$ cat src/rtl/result_hex_sequencer.sv
// -----------------------------------------------------------------------------
// result_hex_sequencer
//
// Shows an 8-bit ALU result on a single 7-segment digit as a time sequence.
// The high nibble is shown first with the decimal point lit, then the low
// nibble, then a blank gap, and the cycle repeats. The result is captured on a
// load strobe, so the display stays stable while the operand switches move.
//
// Parameters:
//   DWELL_CYCLES : clock cycles each digit is shown (>= 1)
//   BLANK_CYCLES : clock cycles of blank gap after the low digit (>= 1)
//   CNT_W        : phase counter width, holds max(DWELL,BLANK)-1
//
// Ports:
//   clk       : system clock
//   rst_n     : asynchronous active-low reset
//   ena       : enable; low freezes sequencing and blanks the display
//   load      : single-cycle capture strobe for result_in
//   result_in : ALU result to display
//   seg_out   : segments, [6:0] = a..g active high, [7] = decimal point
//   phase     : current state, 0=IDLE 1=SHOW_HI 2=SHOW_LO 3=GAP
// -----------------------------------------------------------------------------
module result_hex_sequencer #(
   parameter int DWELL_CYCLES = 5000000,
   parameter int BLANK_CYCLES = 1000000,
   parameter int CNT_W        = 24
) (
   input  logic       clk,
   input  logic       rst_n,
   input  logic       ena,
   input  logic       load,
   input  logic [7:0] result_in,
   output logic [7:0] seg_out,
   output logic [1:0] phase
);

   typedef enum logic [1:0] {
      IDLE    = 2'd0,
      SHOW_HI = 2'd1,
      SHOW_LO = 2'd2,
      GAP     = 2'd3
   } state_t;

   localparam logic [CNT_W-1:0] DWELL_LAST = CNT_W'(DWELL_CYCLES - 1);
   localparam logic [CNT_W-1:0] BLANK_LAST = CNT_W'(BLANK_CYCLES - 1);
   localparam logic [CNT_W-1:0] CNT_ZERO   = CNT_W'(0);
   localparam logic [CNT_W-1:0] CNT_ONE    = CNT_W'(1);

   state_t           state;
   logic [7:0]       held;
   logic [CNT_W-1:0] cnt;
   logic [7:0]       seg_next;
   logic             cnt_last;

   // Hex digit to segments a..g (bit 0 = a).
   function automatic logic [6:0] hex7(input logic [3:0] nib);
      logic [6:0] seg;
      case (nib)
         4'h0:    seg = 7'h3F;
         4'h1:    seg = 7'h06;
         4'h2:    seg = 7'h5B;
         4'h3:    seg = 7'h4F;
         4'h4:    seg = 7'h66;
         4'h5:    seg = 7'h6D;
         4'h6:    seg = 7'h7D;
         4'h7:    seg = 7'h07;
         4'h8:    seg = 7'h7F;
         4'h9:    seg = 7'h6F;
         4'hA:    seg = 7'h77;
         4'hB:    seg = 7'h7C;
         4'hC:    seg = 7'h39;
         4'hD:    seg = 7'h5E;
         4'hE:    seg = 7'h79;
         4'hF:    seg = 7'h71;
         default: seg = 7'h00;
      endcase
      return seg;
   endfunction

   // Display pattern for the current state; registered below so it lags the state by one edge.
   always_comb begin
      seg_next = 8'h00;
      case (state)
         IDLE:    seg_next = 8'h40;
         SHOW_HI: seg_next = {1'b1, hex7(held[7:4])};
         SHOW_LO: seg_next = {1'b0, hex7(held[3:0])};
         GAP:     seg_next = 8'h00;
         default: seg_next = 8'h00;
      endcase
   end

   // Terminal-count detect for the phase the FSM is currently in.
   always_comb begin
      cnt_last = 1'b0;
      case (state)
         SHOW_HI: cnt_last = (cnt == DWELL_LAST);
         SHOW_LO: cnt_last = (cnt == DWELL_LAST);
         GAP:     cnt_last = (cnt == BLANK_LAST);
         default: cnt_last = 1'b0;
      endcase
   end

   // Sequencer FSM: capture, phase timing and registered segment output.
   always_ff @(posedge clk or negedge rst_n) begin
      if (!rst_n) begin
         state   <= IDLE;
         held    <= 8'h00;
         cnt     <= CNT_ZERO;
         seg_out <= 8'h00;
      end else if (ena) begin
         seg_out <= seg_next;
         if (load) begin
            // A load restarts the sequence and overrides any expiry this edge.
            held  <= result_in;
            state <= SHOW_HI;
            cnt   <= CNT_ZERO;
         end else begin
            case (state)
               IDLE: begin
                  cnt <= CNT_ZERO;
               end
               SHOW_HI: begin
                  if (cnt_last) begin
                     state <= SHOW_LO;
                     cnt   <= CNT_ZERO;
                  end else begin
                     cnt <= cnt + CNT_ONE;
                  end
               end
               SHOW_LO: begin
                  if (cnt_last) begin
                     state <= GAP;
                     cnt   <= CNT_ZERO;
                  end else begin
                     cnt <= cnt + CNT_ONE;
                  end
               end
               GAP: begin
                  if (cnt_last) begin
                     state <= SHOW_HI;
                     cnt   <= CNT_ZERO;
                  end else begin
                     cnt <= cnt + CNT_ONE;
                  end
               end
               default: begin
                  state <= IDLE;
                  cnt   <= CNT_ZERO;
               end
            endcase
         end
      end else begin
         // Disabled: state and counter hold, display goes dark.
         seg_out <= 8'h00;
      end
   end

   assign phase = state;

endmodule

$ cat config.mk
export PLATFORM = sky130hd
export DESIGN_NAME = result_hex_sequencer
export DESIGN_NICKNAME = d
export VERILOG_FILES = /design/src/rtl/result_hex_sequencer.sv
export SDC_FILE = /design/constraint.sdc
export NUM_CORES = 1
export LEC_CHECK = 0
export CAP_MARGIN = 20
export CORE_ASPECT_RATIO = 1.2
export CORE_UTILIZATION = 45
export CTS_CLUSTER_SIZE = 20
export DETAILED_ROUTE_END_ITERATION = 12
export PLACE_DENSITY_LB_ADDON = 0.3
export SYNTH_ARGS = -nofsm -noshare
export SYNTH_HDL_FRONTEND = slang
export SYNTH_SLANG_ARGS = --single-unit
export TNS_END_PERCENT = 1
$ cat constraint.sdc
create_clock -name clk -period 2.63 [get_ports clk]
set_clock_uncertainty 0.15 [all_clocks]
set_input_delay 0.789 -clock clk [delete_from_list [all_inputs] [get_ports clk]]
set_output_delay 0.789 -clock clk [all_outputs]
set_load 0.02 [all_outputs]
==> results of run 1 <==
==> final timing paths <==
| check | end | cells after the start | from | slack (ns) |
|---|---|---|---|---|
| setup / recovery | phase[0] | 1 | phase[0] | 0.32 |
| hold / removal | cnt[12] | 1 | rst_n | 0.24 |
| setup reg to reg | cnt[22] | 8 | phase[0] | 0.35 |
| hold reg to reg | cnt[16] | 1 | cnt[16] | 0.39 |
| max in group asynchronous | cnt[0] | 2 | rst_n | 1.56 |
| min in group clk | cnt[16] | 1 | cnt[16] | 0.39 |
==> routing by layer <==
layer	up-vias	global-route usage
met5	-	0
met3	9	0.0364
met1	1139	0.277
met4	0	0.0822
met2	54	0.360
li1	1150	-
==> per-stage QoR <==
step	setup WS, ns	power, mW	cell area [µm²]	utilization
floorplan	0.446	1.38	2810	-
global placement	0.216	1.65	3120	0.518
detailed placement	0.238	1.67	3120	0.518
CTS	0.219	2.18	3220	0.536
global route	0.0881	2.30	3230	0.537
finish	0.316	2.17	3230	0.537
==> cell usage in the layout, fill, tap and decap left out, types with 3 or more instances in the layout <==
cell type,netlist,routed
and3_1,6,6
a31oi_1,14,14
o31ai_1,5,5
clkbuf_8,0,5
a21boi_0,3,3
o211ai_1,4,4
mux2i_1,7,7
mux2_2,3,3
clkdlybuf4s50_1,0,20
o31ai_2,5,5
ha_1,16,16
nand3_1,15,15
nor2b_1,12,12
dfrtp_1,42,42
nand2_1,27,27
o21ai_0,13,13
inv_1,16,16
buf_4,0,9
nor4b_1,4,4
a21oi_1,7,7
nor2_1,12,12
nand4_1,15,15
and2_1,5,5
o311ai_1,4,4
nand2b_1,10,10
==> area by class of cell <==
| type | count | area (µm²) |
|---|---|---|
| clock buffer | 7 | 76.3 |
| clock inverter | 1 | 30.0 |
| fill | 539 | 2790 |
| inverter | 16 | 60.1 |
| multi-input combinational | 224 | 1610 |
| sequential | 42 | 1050 |
| tap | 82 | 103 |
| timing repair buffer | 31 | 293 |
==> power breakdown <==
part / switching, mW / internal [mW] / total, mW
registers: 0.0947 / 0.735 / 0.830
clock network: 0.221 / 0.284 / 0.506
logic: 0.458 / 0.374 / 0.832
total: 0.774 / 1.39 / 2.17
==> kinds of logic after synthesis <==
logic type	Yosys count	synth area share
AO/OA/AOI/OAI	71	0.185
buffers and inverters	32	0.0517
AND/OR/NAND/NOR	125	0.264
multiplexers	12	0.0531
flip-flops	42	0.375
adder cells (fa/ha/maj)	16	0.0714
==> what timing repair did <==
action / 4_1_cts / 5_1_grt
hold buffers: 0 / 0
resized for setup: 0 / 1
endpoints found under the setup margin: 0 / 1
==> registers in the layout, summed over array words and instances, names as in the netlist <==
| name | flops |
|---|---|
| cnt | 24 |
| held | 8 |
| seg_out | 8 |
| phase | 2 |
==> run metrics, run 1 <==
status=completed; setup_tns=0 ns; Commonest cells post-synth=42 x dfrtp_1, 27 x nand2_1, 16 x ha_1, 16 x inv_1; share of cells above drive strength 1=0.125; Final Non-Filler Cells=403; # port buffers=21; CTS H-Tree Depth=2; Sink Count=42; CP bufs+invs=1; Period Utilization, post-route=0.880; Pins Over Slew Limit=0; antenna violations before repair=0; Die ar.=6550 µm²; I/O Pins=22; Leak=1.37 nW; top_reg_cell synth=dfrtp_1; core area=6010 µm²; CTS Buf Count=5; Yosys reg bits=42; highest clock rate=0.432 GHz; WP data required=1.69 ns; cell chain of the critical path=clkdlybuf4s50_1; worst hold path class=in2async; cells after synthesis=298; grt ovf=0; top post-synthesis cells by area=dfrtp_1 37%, ha_1 7.1%, nand2_1 3.6%; library cell with the highest instance count after synthesis=dfrtp_1; Longest Clk Path Bufs=2; peak fanout along the critical path=6; Placed Cells=395; Worst setup EP type=output pin; Met3 Wirelength=275 µm; max_slew headroom=0.601; RSZ-0062 raised after global routing=false; Detailed Routing Iterations Pass 1=4; Vias/cell=5.84; Die W=74.1 µm; CP startpoint kind=flop; hold_ws=0.236 ns; clock slew at reported path FFs=0.08 ns; CP delay by family, top=buffers and inverters; largest net degree at the start of global routing=24; number of synthesized flops with an enable pin=0; HPWL Detailed=4800 µm; vias in the first global route=2,162; Power Density=672 nW/µm²; met1 WL=2670 µm; Final nets=348; 1st-iter DRT viols=182; Starting Density=0.467; measured slew at the worst slew-check pin=0.593 ns; Area growth syn-to-layout=15.0%; root buf cell=clkbuf_8; Routed Wire Length=6370 µm; antenna cells=0; register area share after synthesis=0.375; Slowest-stage cell, CP=clkdlybuf4s50_1; Residual DRC=0; top sig layer=met4; syn nets=326; highest ir drop seen on vdd=0.528 mV; leading area contributor after synthesis=dfrtp_1; Post-Syn Area=2810 µm²; worst-skew pair later-pin latency=0.30 ns; Synth top area share=0.375; floorplan row count=31; routed len/inst=15.8 µm; CTS tree=done; Met2 Wirelength=3310 µm; first-pass GRT wire length=10,700 µm; min Tclk post-route=2.31 ns; Hold Violations, Final=0; global-route usage over all layers=0.215; Post-CTS Setup Bufs=0; Die Span Y=88.5 µm; via count=2,352; Yosys cell types=55; synthesized area per cell=9.41 µm²; ANT nets after route=0; CP Data Arrival Time=1.37 ns; final setup violation count=0; Crit Path Category=reg2out; YS warnings=0; ys async rst share=1.00; Critical Path Max Stage Delay=0.64 ns; gpl congestion=0.818; max-cap viol count=0
Power figures use the tool's default switching activity.
==> run 2, diff against run 1 <==
--- a/config.mk
+++ b/config.mk
@@ -7,7 +7,8 @@
 export LEC_CHECK = 0
 export CAP_MARGIN = 20
 export CORE_ASPECT_RATIO = 1.2
-export CORE_UTILIZATION = 45
+export CORE_MARGIN = 5
+export CORE_UTILIZATION = 33
 export CTS_CLUSTER_SIZE = 20
 export DETAILED_ROUTE_END_ITERATION = 12
 export PLACE_DENSITY_LB_ADDON = 0.3
==> run 2 against run 1 <==
Sequential share of layout area shrank 0.26 points. Hold slack gained 0.15 ns. Cell area grew 0.81%. Combinational power is essentially flat. Sequential power is essentially flat. Register-to-register slack is essentially flat. Routed wire length grew 3.1%. Critical path type unchanged. Die area grew 59%. Clock power grew 5.3%. Cell count grew 7.2%. Highest routed layer unchanged.
==> run metrics, run 2 (synthesis results as in run 1) <==
WP data required=1.69 ns (about the same); status=completed; hold_ws=0.381 ns (+0.145 ns); CP Data Arrival Time=1.39 ns (+0.02 ns); setup_tns=0 ns (unchanged); Area growth syn-to-layout=16.0%; root buf cell=clkbuf_8; antenna violations before repair=0 (unchanged); Clk pwr share=0.243 (+0.010); I/O Pins=22 (unchanged); CP delay by family, top=buffers and inverters; routed len/inst=15.2 µm (-3.8%); Routed Wire Length=6570 µm (+3.1%); CTS Buf Count=5 (unchanged); final setup violation count=0 (unchanged); floorplan row count=36 (+16%); Period Utilization, post-route=0.884 (+0.00438); switching share of power=0.356 (-0.00136); share of cells above drive strength 1=0.119 (-0.00511); Die W=94.2 µm (+27%); cell chain of the critical path=clkdlybuf4s50_1; Starting Density=0.342 (-0.124); Critical Path Max Stage Delay=0.64 ns (about the same); max_slew headroom=0.633 (+0.0316); Leak=1.36 nW (-0.33%); max-cap viol count=0 (unchanged); core area=8200 µm² (+36%); max reg flops=24 (unchanged); Worst setup EP type=output pin; Residual DRC=0 (unchanged); hold buffers post-CTS=0 (unchanged); Vias/cell=5.43 (-7.0%); via count=2,344 (-0.34%); highest clock rate=0.430 GHz (-0.50%); most common cell after layout, fill and taps aside=dfrtp_1; NetSw=779 µW (+0.76%); vias in the first global route=2,300 (+6.4%); Die ar.=10,500 µm² (+59%); Power Density=674 nW/µm² (+0.32%); Longest Clk Path Bufs=2 (unchanged); Post-CTS Setup Bufs=0 (unchanged); peak fanout along the critical path=6 (unchanged); logic gate share of total power=0.379 (-0.005); first-pass GRT wire length=11,100 µm (+4.1%); 1st-iter DRT viols=109 (-40%); clock slew at reported path FFs=0.08 ns (about the same); gpl congestion=0.779 (-4.8%); antenna cells=0 (unchanged); Final Non-Filler Cells=432 (+7.2%); Tot Pwr=2.19 mW (+1.1%); worst reg2reg setup slack=0.36 ns (about the same); largest net degree at the start of global routing=43 (+79%); HPWL Detailed=4780 µm (-0.38%); CP startpoint kind=flop; biggest regs=cnt x24, held x8, seg_out x8; Slowest-stage cell, CP=clkdlybuf4s50_1; Crit Path Category=reg2out; CTS H-Tree Depth=2 (unchanged); most frequent cells in the layout=42 x dfrtp_1, 27 x nand2_1, 20 x clkdlybuf4s50_1, 16 x inv_1, 16 x ha_1; Seq pwr share=0.378 (-0.005); min Tclk post-route=2.33 ns (+0.0115 ns); post_cts resized=0 (unchanged); CP bufs+invs=1 (unchanged); measured slew at the worst slew-check pin=0.551 ns (-0.0425 ns); worst hold path class=reg2reg; Detailed Routing Iterations Pass 1=4 (unchanged); Final nets=346 (-0.57%); highest ir drop seen on vdd=0.271 mV (-49%); global-route usage over all layers=0.131 (-0.0845); Hold Violations, Final=0 (unchanged); Placed Cells=425 (+7.6%); ANT nets after route=0 (unchanged); RSZ-0062 raised after global routing=false; Biggest register=cnt; grt ovf=0 (unchanged); Int Pwr=1.41 mW (+1.4%); CTS tree=done; worst-skew pair later-pin latency=0.29 ns (about the same); Die Span Y=111 µm (+25%); # port buffers=21 (unchanged); Pins Over Slew Limit=0 (unchanged); Sink Count=42 (unchanged)
-- run 2: layout make-up --
class                   count  area [µm²]
clock buffers               6        82.6
clock inverters             1        30.0
inverters                  16        60.1
repair buffers             29         278
fillers                   851        4940
well taps                 114         143
flip-flops and latches     42        1050
multi-input cells         224        1610
-- run 2: worst paths after layout --
| check | start | end | cells after the start |
|---|---|---|---|
| max | phase[0] | phase[0] | 1 |
| min reg2reg | cnt[0] | cnt[0] | 1 |
| max reg2reg | phase[0] | cnt[22] | 7 |
| min in group asynchronous | rst_n | cnt[16] | 2 |
| max in group asynchronous | rst_n | seg_out[4] | 2 |
| min | cnt[0] | cnt[0] | 1 |
-- run 2: stage by stage --
stage	utilization	setup slack, ns	cell area [µm²]
final	0.397	0.305	3250
after global routing	0.397	0.180	3250
after CTS	0.397	0.293	3250
after detailed placement	0.383	0.269	3140
after global placement	0.383	0.250	3140
after floorplan	-	0.446	2810
-- run 2: metal layers --
layer,wire (µm),global-route usage,up-vias,share of wire
met5,0,0,-,0
met4,145,0.0501,0,0.022
met3,298,0.0278,14,0.045
met2,3220,0.216,57,0.49
met1,2900,0.165,1129,0.44
li1,-,-,1144,-
-- run 2: power groups by stage --
stage / combinational (mW) / clock (mW) / sequential [mW]
3_5_place_dp: 0.835 / 0 / 0.842
4_1_cts: 0.840 / 0.551 / 0.830
3_3_place_gp: 0.826 / 0 / 0.840
2_1_floorplan: 0.494 / 0 / 0.884
5_1_grt: 0.911 / 0.572 / 0.844
6_report: 0.831 / 0.533 / 0.828
==> run 3, diff against run 2 <==
--- a/config.mk
+++ b/config.mk
@@ -7,7 +7,7 @@
 export LEC_CHECK = 0
 export CAP_MARGIN = 20
 export CORE_ASPECT_RATIO = 1.2
-export CORE_MARGIN = 5
+export CORE_MARGIN = 2
 export CORE_UTILIZATION = 33
 export CTS_CLUSTER_SIZE = 20
 export DETAILED_ROUTE_END_ITERATION = 12
==> run 3 against run 2 <==
Flip-flop and latch count stayed put. Die area down 11%. Hold slack got worse by 0.0085 ns. Critical path type unchanged. Critical endpoint unchanged. Largest cell class unchanged. Largest power group is now registers. Highest routed layer unchanged.
==> run metrics, run 3 (synthesis results as in run 1) <==
Starting Density=0.342 (unchanged); Hold Startpoint=cnt[19]; ANT nets after route=0 (unchanged); # port buffers=21 (unchanged); antenna cells=0 (unchanged); most common cell after layout, fill and taps aside=dfrtp_1; max reg flops=24 (unchanged); max_slew headroom=0.626 (-0.00734); Die ar.=9260 µm² (-11%); measured slew at the worst slew-check pin=0.562 ns (+0.0110 ns); post_cts resized=0 (unchanged); worst hold path class=reg2reg; switching share of power=0.356 (about the same); min Tclk post-route=2.32 ns (-0.00964 ns); Critical Path Max Stage Delay=0.64 ns (about the same); WHS Path Cells=1 (unchanged); final setup violation count=0 (unchanged); highest ir drop seen on vdd=0.362 mV (+33%); CTS tree=done; Sink Count=42 (unchanged); antenna violations before repair=0 (unchanged); Final nets=346 (unchanged); grt ovf=0 (unchanged); floorplan row count=36 (unchanged); vias in the first global route=2,292 (-0.35%); Detailed Routing Iterations Pass 1=4 (unchanged); Hold Path Sink=cnt[19]; Residual DRC=0 (unchanged); Leak=1.36 nW (unchanged); Slowest-stage cell, CP=clkdlybuf4s50_1; Power Density=674 nW/µm² (about the same); clock slew at reported path FFs=0.08 ns (about the same); CTS H-Tree Depth=2 (unchanged); cell chain of the critical path=clkdlybuf4s50_1; peak fanout along the critical path=6 (unchanged); RSZ-0062 raised after global routing=false; NetSw=779 µW (about the same); Period Utilization, post-route=0.880 (-0.00367); Final Non-Filler Cells=432 (unchanged); hold buffers post-CTS=0 (unchanged); WP data required=1.69 ns (about the same); status=completed; start of the worst register-to-register path=phase[0]; Routed Wire Length=6400 µm (-2.6%); CTS Buf Count=5 (unchanged); Seq pwr share=0.380 (+0.002); setup_tns=0 ns (unchanged); I/O Pins=22 (unchanged); global-route usage over all layers=0.148 (+0.0171); R2R depth=7 (unchanged); root buf cell=clkbuf_8; CP delay by family, top=buffers and inverters; Fillers=858 (+0.82%); Longest Clk Path Bufs=2 (unchanged); largest net degree at the start of global routing=43 (unchanged); 1st-iter DRT viols=142 (+30%); Biggest register=cnt; CP startpoint kind=flop; Hold Violations, Final=0 (unchanged); Tot Pwr=2.19 mW (about the same); routed len/inst=14.8 µm (-2.6%); gpl congestion=0.819 (+5.2%); Clk pwr share=0.245 (+0.002); Die W=88.2 µm (-6.4%); Int Pwr=1.41 mW (about the same); Worst setup EP type=output pin; most frequent cells in the layout=42 x dfrtp_1, 27 x nand2_1, 20 x clkdlybuf4s50_1, 16 x inv_1, 16 x ha_1; share of cells above drive strength 1=0.119 (unchanged); Crit Path Category=reg2out; Placed Cells=425 (unchanged); via count=2,334 (-0.43%); Die Span Y=105 µm (-5.4%); worst reg2reg setup slack=0.35 ns (about the same); core area=8200 µm² (unchanged); Pins Over Slew Limit=0 (unchanged); logic gate share of total power=0.375 (-0.004); Vias/cell=5.40 (-0.43%); Area growth syn-to-layout=16.0% (unchanged); HPWL Detailed=4610 µm (-3.5%); CP bufs+invs=1 (unchanged); worst-skew pair later-pin latency=0.30 ns (about the same); biggest regs=cnt x24, held x8, seg_out x8; highest clock rate=0.432 GHz (+0.42%); Post-CTS Setup Bufs=0 (unchanged); max-cap viol count=0 (unchanged); Reg2Reg Capture Point=phase[0]; first-pass GRT wire length=11,000 µm (-1.3%); CP Data Arrival Time=1.38 ns (about the same)
## run 3: worst max path at each step
stage	to	depth (start not counted)	startpoint
4_1_cts	phase[0]	1	phase[0]
6_report	phase[0]	1	phase[0]
5_1_grt	phase[0]	6	phase[0]
3_5_place_dp	held[3]	4	ena
2_1_floorplan	cnt[14]	9	phase[0]
3_3_place_gp	held[2]	4	ena
## run 3: area by class of cell
| class | count | area (µm²) | area share |
|---|---|---|---|
| Tap cell | 114 | 143 | 0.0438 |
| Multi-Input combinational cell | 224 | 1610 | 0.495 |
| Timing Repair Buffer | 29 | 278 | 0.0854 |
| Inverter | 16 | 60.1 | 0.0185 |
| Clock inverter | 1 | 30.0 | 0.00923 |
| Sequential cell | 42 | 1050 | 0.323 |
| Clock buffer | 6 | 82.6 | 0.0254 |
## run 3: layer usage
metal / track usage / vias to the layer above / part of all wire
met3: 0.0261 / 7 / 0.030
met5: 0 / - / 0
met1: 0.188 / 1142 / 0.46
met2: 0.252 / 41 / 0.50
met4: 0.0433 / 0 / 0.0094
li1: - / 1144 / -
## run 3: power by group through the flow
stage / Combinational (mW) / Clock [mW] / Sequential [mW]
final: 0.822 / 0.536 / 0.834
after global routing: 0.925 / 0.577 / 0.849
after CTS: 0.831 / 0.548 / 0.834
after detailed placement: 0.827 / 0 / 0.845
after global placement: 0.821 / 0 / 0.842
after floorplan: 0.494 / 0 / 0.884
## run 3: per-stage QoR
step	area, µm²	utilization	setup slack [ns]	hold WS [ns]
after floorplan	2810	-	0.446	0.328
final	3250	0.397	0.314	0.372
after global routing	3250	0.397	0.136	0.386
after CTS	3250	0.397	0.300	0.377
after detailed placement	3140	0.383	0.259	0.368
after global placement	3140	0.383	0.284	0.371
